==> src/rtl/ps2_key_state_tracker_pkg.sv <==
// Shared key-state definitions: key bit indices, scancode prefixes and FSM encodings.
// These macros normally come from DefineMacros.vh; the guards let an existing copy win.
`ifndef NUMBEROFKEYBOARDINPUTS
`define keyTab          0
`define keyQ            1
`define keyW            2
`define keyE            3
`define keyR            4
`define keyT            5
`define keyY            6
`define keyU            7
`define keyI            8
`define keyO            9
`define keyP            10
`define keyLBracket     11
`define keyRBracket     12
`define keyBackslash    13
`define keyNum1         14
`define keyNum2         15
`define keyNum4         16
`define keyNum5         17
`define keyNum6         18
`define keyNum8         19
`define keyNum9         20
`define keyMinus        21
`define keyEquals       22
`define keyBackspace    23
`define keySpace        24
`define keyReleasePulse 25
`define NUMBEROFKEYBOARDINPUTS 26
`endif

`ifndef SC_BREAK
`define SC_BREAK        8'hF0
`define SC_EXTENDED     8'hE0
`define ST_IDLE         2'd0
`define ST_BREAK        2'd1
`define ST_EXT          2'd2
`define ST_EXT_BREAK    2'd3
`endif

package ps2_key_state_tracker_pkg;

  localparam int NUM_KEY_INPUTS    = `NUMBEROFKEYBOARDINPUTS;
  localparam int NUM_TRACKED       = `keyReleasePulse;
  localparam int KEY_RELEASE_PULSE = `keyReleasePulse;
  localparam int KEY_IDX_W         = 5;
  localparam int HELD_W            = 5;

  localparam int KEY_TAB   = `keyTab;
  localparam int KEY_Q     = `keyQ;
  localparam int KEY_1     = `keyNum1;
  localparam int KEY_5     = `keyNum5;
  localparam int KEY_SPACE = `keySpace;

  localparam logic [7:0] SC_BREAK_CODE = `SC_BREAK;
  localparam logic [7:0] SC_EXT_CODE   = `SC_EXTENDED;

  localparam logic [HELD_W-1:0] MAX_HELD = HELD_W'(NUM_TRACKED);

  typedef enum logic [1:0] {
    S_IDLE      = `ST_IDLE,
    S_BREAK     = `ST_BREAK,
    S_EXT       = `ST_EXT,
    S_EXT_BREAK = `ST_EXT_BREAK
  } state_t;

endpackage

==> src/rtl/ps2_key_state_tracker_if.sv <==
// Scancode input and key-state output bundle of the key-state tracker.
// keyPressPulseOut exists only when KEYSTATE_PRESS_PULSE_EN is defined.
interface ps2_key_state_tracker_if;
  import ps2_key_state_tracker_pkg::*;

  logic                      scancodeValid;
  logic [7:0]                scancode;
  logic [NUM_KEY_INPUTS-1:0] inputStateStorage;
  logic [HELD_W-1:0]         keysHeldCount;
`ifdef KEYSTATE_PRESS_PULSE_EN
  logic                      keyPressPulseOut;
`endif

  modport master (
    output scancodeValid, scancode,
`ifdef KEYSTATE_PRESS_PULSE_EN
    input  keyPressPulseOut,
`endif
    input  inputStateStorage, keysHeldCount
  );

  modport slave (
    input  scancodeValid, scancode,
`ifdef KEYSTATE_PRESS_PULSE_EN
    output keyPressPulseOut,
`endif
    output inputStateStorage, keysHeldCount
  );

endinterface

==> src/rtl/ps2_key_state_tracker_lookup.sv <==
// Combinational map from a PS/2 set-2 make code to a tracked key bit index.
// Prefixes and unmapped codes return hit = 0.
module ps2_scancode_lookup
  import ps2_key_state_tracker_pkg::*;
(
  input  logic [7:0]           scancode,
  output logic                 hit,
  output logic [KEY_IDX_W-1:0] keyIndex
);

  int idx;

  always_comb begin
    hit = 1'b1;
    idx = 0;
    case (scancode)
      8'h0D: idx = `keyTab;
      8'h15: idx = `keyQ;
      8'h1D: idx = `keyW;
      8'h24: idx = `keyE;
      8'h2D: idx = `keyR;
      8'h2C: idx = `keyT;
      8'h35: idx = `keyY;
      8'h3C: idx = `keyU;
      8'h43: idx = `keyI;
      8'h44: idx = `keyO;
      8'h4D: idx = `keyP;
      8'h54: idx = `keyLBracket;
      8'h5B: idx = `keyRBracket;
      8'h5D: idx = `keyBackslash;
      8'h16: idx = `keyNum1;
      8'h1E: idx = `keyNum2;
      8'h25: idx = `keyNum4;
      8'h2E: idx = `keyNum5;
      8'h36: idx = `keyNum6;
      8'h3E: idx = `keyNum8;
      8'h46: idx = `keyNum9;
      8'h4E: idx = `keyMinus;
      8'h55: idx = `keyEquals;
      8'h66: idx = `keyBackspace;
      8'h29: idx = `keySpace;
      default: hit = 1'b0;
    endcase
    keyIndex = KEY_IDX_W'(idx);
  end

endmodule

==> src/rtl/ps2_key_state_tracker.sv <==
// PS/2 byte stream (make / F0 break / E0 extended) to registered key-state vector.
// Optional one-cycle press pulse output enabled by defining KEYSTATE_PRESS_PULSE_EN.
module ps2_key_state_tracker
  import ps2_key_state_tracker_pkg::*;
#(
  parameter int TIMEOUT_CYCLES = 50_000_000,
  parameter int TIMEOUT_BITS   = 26
) (
  input logic clk,
  input logic reset,
  ps2_key_state_tracker_if.slave bus
);

  localparam logic [TIMEOUT_BITS-1:0] TIMEOUT_LAST = TIMEOUT_BITS'(TIMEOUT_CYCLES - 1);

  state_t                 state, nextState;
  logic [TIMEOUT_BITS-1:0] timeoutCnt;
  logic                   timeoutHit;
  logic                   lookupHit;
  logic [KEY_IDX_W-1:0]   lookupIdx;
  logic [NUM_TRACKED-1:0] keyState;
  logic                   releasePulse;
  logic [HELD_W-1:0]      heldCount;
  logic                   setKey, clearKey;
  logic                   isPrefix;

  ps2_scancode_lookup lookup (
    .scancode (bus.scancode),
    .hit      (lookupHit),
    .keyIndex (lookupIdx)
  );

  assign isPrefix   = (bus.scancode == SC_BREAK_CODE) || (bus.scancode == SC_EXT_CODE);
  assign timeoutHit = (state != S_IDLE) && (timeoutCnt == TIMEOUT_LAST);

  always_ff @(posedge clk) begin
    if (reset) begin
      state      <= S_IDLE;
      timeoutCnt <= '0;
    end else begin
      state <= nextState;
      // An accepted byte always restarts the prefix window.
      if (state == S_IDLE || bus.scancodeValid || timeoutHit)
        timeoutCnt <= '0;
      else
        timeoutCnt <= timeoutCnt + 1'b1;
    end
  end

  always_comb begin
    nextState = state;
    if (bus.scancodeValid) begin
      case (state)
        S_IDLE: begin
          if (bus.scancode == SC_BREAK_CODE)    nextState = S_BREAK;
          else if (bus.scancode == SC_EXT_CODE) nextState = S_EXT;
        end
        S_EXT:   nextState = (bus.scancode == SC_BREAK_CODE) ? S_EXT_BREAK : S_IDLE;
        default: nextState = S_IDLE;
      endcase
    end else if (timeoutHit) begin
      nextState = S_IDLE;
    end
  end

  always_comb begin
    setKey   = 1'b0;
    clearKey = 1'b0;
    if (bus.scancodeValid && lookupHit) begin
      if (state == S_IDLE && !isPrefix && !keyState[lookupIdx]) setKey = 1'b1;
      if (state == S_BREAK && keyState[lookupIdx])              clearKey = 1'b1;
    end
  end

  // Output register stage: every output changes one cycle after the accepted byte.
  always_ff @(posedge clk) begin
    if (reset) begin
      keyState     <= '0;
      releasePulse <= 1'b0;
      heldCount    <= '0;
    end else begin
      releasePulse <= clearKey;
      if (setKey) begin
        keyState[lookupIdx] <= 1'b1;
        if (heldCount != MAX_HELD) heldCount <= heldCount + 1'b1;
      end else if (clearKey) begin
        keyState[lookupIdx] <= 1'b0;
        if (heldCount != '0) heldCount <= heldCount - 1'b1;
      end
    end
  end

`ifdef KEYSTATE_PRESS_PULSE_EN
  logic pressPulse;

  always_ff @(posedge clk) begin
    if (reset) pressPulse <= 1'b0;
    else       pressPulse <= setKey;
  end

  assign bus.keyPressPulseOut = pressPulse;
`endif

  always_comb begin
    bus.inputStateStorage                    = '0;
    bus.inputStateStorage[NUM_TRACKED-1:0]   = keyState;
    bus.inputStateStorage[KEY_RELEASE_PULSE] = releasePulse;
  end

  assign bus.keysHeldCount = heldCount;

endmodule

==> src/flat_wrapper.sv <==
// flat-port wrapper written by rule: the top's interface ports become plain ports
module ps2_key_state_tracker_flat import ps2_key_state_tracker_pkg::*;
#(
  parameter int TIMEOUT_CYCLES = 50_000_000,
  parameter int TIMEOUT_BITS   = 26
)
  (clk, reset, bus_scancodeValid, bus_scancode, bus_inputStateStorage, bus_keysHeldCount);
  ps2_key_state_tracker_if bus_i ();
  input logic clk;
  input logic reset;
  input wire logic [$bits(bus_i.scancodeValid)-1:0] bus_scancodeValid;
  input wire logic [$bits(bus_i.scancode)-1:0] bus_scancode;
  output wire logic [$bits(bus_i.inputStateStorage)-1:0] bus_inputStateStorage;
  output wire logic [$bits(bus_i.keysHeldCount)-1:0] bus_keysHeldCount;
  assign bus_i.scancodeValid = bus_scancodeValid;
  assign bus_i.scancode = bus_scancode;
  assign bus_inputStateStorage = bus_i.inputStateStorage;
  assign bus_keysHeldCount = bus_i.keysHeldCount;
  ps2_key_state_tracker #(.TIMEOUT_CYCLES(TIMEOUT_CYCLES), .TIMEOUT_BITS(TIMEOUT_BITS)) u_core (.clk(clk), .reset(reset), .bus(bus_i));
endmodule
==> config.mk <==
export PLATFORM = sky130hd
export DESIGN_NAME = ps2_key_state_tracker_flat
export DESIGN_NICKNAME = d
export VERILOG_FILES = /design/src/rtl/ps2_key_state_tracker_pkg.sv /design/src/rtl/ps2_key_state_tracker_if.sv /design/src/rtl/ps2_key_state_tracker_lookup.sv /design/src/rtl/ps2_key_state_tracker.sv /design/src/flat_wrapper.sv
export SDC_FILE = /design/constraint.sdc
export NUM_CORES = 1
export LEC_CHECK = 0
export CORE_MARGIN = 1
export CORE_UTILIZATION = 35
export CTS_BUF_LIST = sky130_fd_sc_hd__clkbuf_8 sky130_fd_sc_hd__clkbuf_16
export CTS_CLUSTER_DIAMETER = 200
export CTS_CLUSTER_SIZE = 14
export DETAILED_ROUTE_END_ITERATION = 6
export REMOVE_ABC_BUFFERS = 1
export SLEW_MARGIN = 5
export SYNTH_ARGS = -nofsm -noshare
export SYNTH_HDL_FRONTEND = slang
export SYNTH_SLANG_ARGS = --single-unit
==> constraint.sdc <==
create_clock -name clk -period 5.4 [get_ports clk]
set_input_delay 1.08 -clock clk [delete_from_list [all_inputs] [get_ports clk]]
set_output_delay 1.08 -clock clk [all_outputs]
set_load 0.1 [all_outputs]
* Word-level counts from Yosys, hierarchy flattened
Cells that the tools add are included.
Storage, ports and cells: word-level logic and storage cells 89, bits of input ports 11, ROM bits 0, bits in registers 59, RAM bits 0, output and inout bits 31, memories kept 0, latch bits 0
Cells by class: reduce and logical (&&, ||, !) cells 21, mux-type cells 22, multipliers 0, add/sub/neg operators 3, equal/unequal tests 33, shift operators 0, div/mod/pow operators 0, $lt $le $gt $ge 2, bitwise operators 3
Operators by type and width (count):
- $pmux 5 s24 | 1
- $eq 8x6->1 const B | 10
- $eq 8x7->1 const B | 10
- $mux 25 | 2
- $eq 8x5->1 const B | 4
- $add 26x1->26 const B | 1
- $eq 26x26->1 const B | 1
- $and 25x25->25 | 1
- $not 25->25 | 1
- $or 25x25->25 | 1
- $reduce_or 25->1 | 1
- $mux 5 | 4
- $eq 8x8->1 const B | 2
- $mux 2 | 5
- $eq 8x4->1 const B | 1
- $reduce_bool 2->1 | 4
- $mux 1 | 7
- $logic_and 1x1->1 | 6
- $lt 5x6->1 const B | 1
- $add 5x1->5 const B | 1
- $bmux 1 s5 | 1
- $demux 1 s5 | 1
- $ge 5x1->1 const B | 1
- $ne 5x5->1 const B | 1
- other kinds (13) | 16

* Depth between registers and ports, before layout
Gate-level depths: netlist of the first run.
depth in word-level cells 10, gate-level depth with buffers 20, depth with buffers taken out 16

* Modules after synthesis
A second synthesis of the first run with hierarchy kept.
Unflattened totals: cell total of the unflattened synthesis 399, area, all modules 3595.9 um^2
By module, submodules not included:
- ps2_key_state_tracker | times used 1, seq. area each 1181.1 um^2, area an instance 3051.7 um^2, cells each 320
- ps2_scancode_lookup | times used 1, seq. area each 0.0 um^2, area an instance 544.3 um^2, cells each 79

* Worst setup path after synthesis of the first run
OpenSTA, ideal clock, no wires.
path kind input -> register, from input port bus_scancode[6], to register u_core.heldCount[4] (netlist: u_core.bus.keysHeldCount[4]), stages on the path 18, slack 0.412 ns, setup time 0.121 ns, buffers on the path 4, data required time 5.279 ns, arrival time 4.867 ns, path through buf_2 > nor3b_1 > o21ai_1 > a2111oi_0 > or2_1 > buf_6 > mux4_2 > a22oi_2 > nand2_2 > or3_1 > buf_2 > buf_2 > ha_1 > a21o_1 > a21oi_1 > nor3b_1 > mux2i_1 > mux2_2
On the way: word-level cells in the longest chain between the ends 10, elaborated cells on any way between the ends 48, those cells by class 28 x eq/ne; 9 x mux; 11 x reduce/logical
Ends and longest elaborated chain:
- start: declaration | RTL line flat_wrapper.sv:12 | input wire logic [$bits(bus_i.scancode)-1:0] bus_scancode;
- $eq 8x6->1, or another cell as far along | RTL line ps2_key_state_tracker_lookup.sv:16 | case (scancode)
- $pmux 5 s24 | RTL line ps2_key_state_tracker_lookup.sv:16
- $bmux 1 s5 | RTL line ps2_key_state_tracker.sv:70, ps2_key_state_tracker.sv:71
- $mux 1 (not written as such) | RTL line ps2_key_state_tracker.sv:70, ps2_key_state_tracker.sv:71
- $logic_not 1->1 | RTL line ps2_key_state_tracker.sv:70 | if (state == S_IDLE && !isPrefix && !keyState[lookupIdx]) setKey = 1'b1;
- $logic_and 1x1->1 | RTL line ps2_key_state_tracker.sv:70
- $mux 1 | RTL line ps2_key_state_tracker.sv:70
- $mux 1 | RTL line ps2_key_state_tracker.sv:69 | if (bus.scancodeValid && lookupHit) begin
- $ne 2x2->1 (no source line) or $reduce_bool 2->1 (tied branches)
- $reduce_and 3->1 (no source line)
- end signal: assignment | RTL line ps2_key_state_tracker.sv:85 | if (heldCount != MAX_HELD) heldCount <= heldCount + 1'b1;
- end signal: assignment | RTL line ps2_key_state_tracker.sv:88 | if (heldCount != '0) heldCount <= heldCount - 1'b1;
- end: declaration | RTL line ps2_key_state_tracker.sv:23 | logic [HELD_W-1:0] heldCount;
Parallel ways exist; a longest one is shown, timed or not. The select of a mux whose other input is x is not followed. A chain may end at the register's enable or synchronous reset.

* Worst setup path in the final report of the first run
from input port bus_scancode[4], to register u_core.heldCount[4] (netlist: u_core.bus.keysHeldCount[4])
Same word-level chain as after synthesis.

==> impl_metrics.toml, run 1 <==
[clock_network]
cts_buffers = 9
cts_buffer_depth = 2
path_clk_slew_ps = 60
insertion_delay_ps = 340
cts_setup_buffers = 0
tritoncts = "built"
cts-htree-levels = 3
cts_sinks = 59
root_buffer = "clkbuf_8"

[route]
drc_errors = 0
drt_iter0_markers = 153
dr.pass1.iters = 4
vias_per_cell = 5.386
vias = 3377
wirelength_um = 8985
routedWlPerCell_um = 14.33
drt.antenna.violating_nets = 0

[die]
dieHeight_um = 102.7
die_w_um = 102.7
start_util_pct = 36.15
ioPinCount = 42
dieArea_um2 = 10550
core-area_um2 = 9819
num_rows = 36

[power]
p_leak_nw = 1.577
p_per_area_nw_per_um2 = 223.1
ir_drop_mv = 0.1191
power_mw = 0.9896

[synth]
synthCells = 430
synth_compound_area_share_pct = 17.94
syn_area_um2 = 3550
avgSynthCellArea_um2 = 8.255
synth.mux.area_fraction_pct = 6.309
synth-edff-count = 0
ys_seq_elements = 59
synth_xor_area_share_pct = 6.909
async_flop_share_pct = 0
yosys.cell_types.count = 70
ys_seq_area_share_pct = 33.27
synthAdderAreaFrac_pct = 1.974
ys.flop_type = "dfxtp_1"
ys_warn_count = 0
synth_top_family_by_area = "simple AND/OR/NAND/NOR gates"
synth-simple-area-share_pct = 28.45

[final_layout]
multi_input_area_um2 = 2190
regArea_um2 = 1181
final_layout_size_suffix_gt1_share_pct = 13.77
layout_commonest_cell = "nor2_1"
antenna_cells = 0
area_delta_synth_final_pct = 24.96
fillers = 1022
layout_common_cells = "61 x nor2_1, 59 x dfxtp_1, 52 x nand2_1, 41 x clkdlybuf4s50_1, 31 x buf_4"
nNetsFinal = 505
fin_util_pct = 45.17

[worst_hold_path]
min_path_type = "reg2reg"

[timing]
rsz0062_at_grt = "false"
slew_headroom_pct = 32.06
fmax_mhz = 202.6
tightest_slew_ps = 1016
setup_violations = 0
final_max_slew_viol_count = 0
layout_min_cycle_time_ps = 4936
clock-skew-final_ps = 7.794
period_share_pct = 91.42
timing_hold_violations_final = 0
setup_ws_ps = 463.5

[setup_path]
cp-end-kind = "flip-flop"
critPathKind = "in2reg"
critPathLaunchType = "primary input"
worstPathArrival_ps = 5160
critical_path_required_ps = 5620
cp_max_fo = 5

[placed_design]
dpl.hpwl_um = 6587
io_buffer_count = 41
place_congestion = 0.8857
pre_cts_ws_ps = -55.04

[global_route]
grt_pass1_wl_um = 15400
globalRouteOverflowTotal = 0
gr-usage-all-layers_pct = 18.48
antenna_found_initial = 0
grt_pass1_vias = 3260
grt_max_degree = 36

[flow_run]
max_cap_viol_count = 0

[outcome]
status = "finished clean"
## stage by stage
| stage | hold slack [ps] | cells | cell area, um2 | setup TNS (ps) |
|---|---|---|---|---|
| floorplan | 441.2 | 405 | 3423 | 0 |
| global placement | 465.7 | 611 | 4253 | 0 |
| detailed placement | 474.5 | 611 | 4253 | -55.04 |
| CTS | 489.1 | 627 | 4432 | 0 |
| global route | 518.0 | 627 | 4436 | 0 |
| finish | 483.5 | 627 | 4436 | 0 |
## layout make-up
class,instances,area share (%)
Clock inverter,5,0.6206
Timing Repair Buffer,73,14.95
Clock buffer,11,3.413
Inverter,15,1.269
Sequential cell,59,26.63
Tap cell,133,3.752
Multi-Input combinational cell,331,49.37
## worst max-delay path: stages
cell	delay, ps
clkdlybuf4s50_1	480
nor3b_1	240
o21ai_1	90
a2111oi_1	410
buf_4	190
or2_4	160
mux4_2	510
a22oi_2	200
nand2_2	70
or3_1	440
inv_2	100
fa_1	210
inv_1	60
a21o_1	170
a21oi_1	180
nor3b_1	190
mux2i_1	100
mux2_2	280
## report_power, final
group          switching [mW]  total, mW  internal, mW
registers             0.00807      0.449         0.441
clock network           0.179      0.367         0.188
logic                   0.111      0.174        0.0629
## routing by layer
| layer | vias to the layer above | track usage [%] | share of wire (%) |
|---|---|---|---|
| met2 | 95 | 30.97 | 48 |
| met4 | 0 | 6.154 | 0.59 |
| met5 | - | 0 | 0 |
| li1 | 1673 | - | - |
| met3 | 6 | 4.407 | 5.9 |
| met1 | 1603 | 23.26 | 45 |
## cells in the mapped netlist, drive strengths merged (3+ instances only)
| cell | instances | area share (%) |
|---|---|---|
| a21o | 3 | 0.63 |
| a21oi | 16 | 2.3 |
| and3 | 6 | 1.1 |
| and4 | 3 | 0.74 |
| buf | 12 | 2.2 |
| clkbuf | 13 | 1.4 |
| dfxtp | 59 | 33 |
| ha | 4 | 1.4 |
| inv | 15 | 1.6 |
| mux2 | 3 | 0.95 |
| mux2i | 10 | 2.8 |
| mux4 | 4 | 2.5 |
| nand2 | 56 | 6.2 |
| nand2b | 4 | 0.70 |
| nand3 | 11 | 1.6 |
| nand3b | 3 | 0.63 |
| nand4 | 10 | 2.1 |
| nor2 | 61 | 6.5 |
| nor2b | 5 | 0.88 |
| nor3 | 6 | 0.85 |
| nor3b | 5 | 1.1 |
| nor4b | 4 | 1.2 |
| o211ai | 16 | 3.4 |
| o21ai | 7 | 1.1 |
| o31ai | 16 | 3.5 |
| o32ai | 4 | 1.2 |
| or3 | 5 | 0.88 |
| or4 | 3 | 0.63 |
| xnor2 | 10 | 2.5 |
| xor2 | 18 | 4.4 |
## timing repair
| action | 4_1_cts | 5_1_grt |
|---|---|---|
| endpoints found under the hold margin | 0 | 0 |
| endpoints found under the setup margin | 0 | 1 |
| gates resized for setup | 0 | 2 |
| hold buffers | 0 | 0 |
## cell families after synthesis
kind of cell,after synthesis
DFF,59
adders and majority gates,5
and+or+nand+nor,196
buffers and inverters,40
AOI/OAI and AO/OA,85
xor gates and xnor gates,28
muxes,17
## path summary, 6_finish.rpt
path	end	slack, ps	start	cells past startpoint
min reg2reg	u_core.timeoutCnt[0]$_SDFF_PP0_	480	u_core.timeoutCnt[0]$_SDFF_PP0_	1
min	u_core.timeoutCnt[0]$_SDFF_PP0_	480	u_core.timeoutCnt[0]$_SDFF_PP0_	1
max reg2reg	u_core.bus.keysHeldCount[4]$_SDFFE_PP0P_	2460	flip-flop	12
max	u_core.bus.keysHeldCount[4]$_SDFFE_PP0P_	460	bus_scancode[4]	18
Power figures use the tool's default switching activity.
==> inputs of run 2 (changes only) <==
--- a/config.mk
+++ b/config.mk
@@ -12,6 +12,8 @@
 export CTS_CLUSTER_SIZE = 14
 export DETAILED_ROUTE_END_ITERATION = 6
 export REMOVE_ABC_BUFFERS = 1
+export SETUP_SLACK_MARGIN = 0.1
+export SKIP_LAST_GASP = 1
 export SLEW_MARGIN = 5
 export SYNTH_ARGS = -nofsm -noshare
 export SYNTH_HDL_FRONTEND = slang
==> results of run 2 <==
Same layout as run 1: the final DEF is identical, and so are final timing and power.
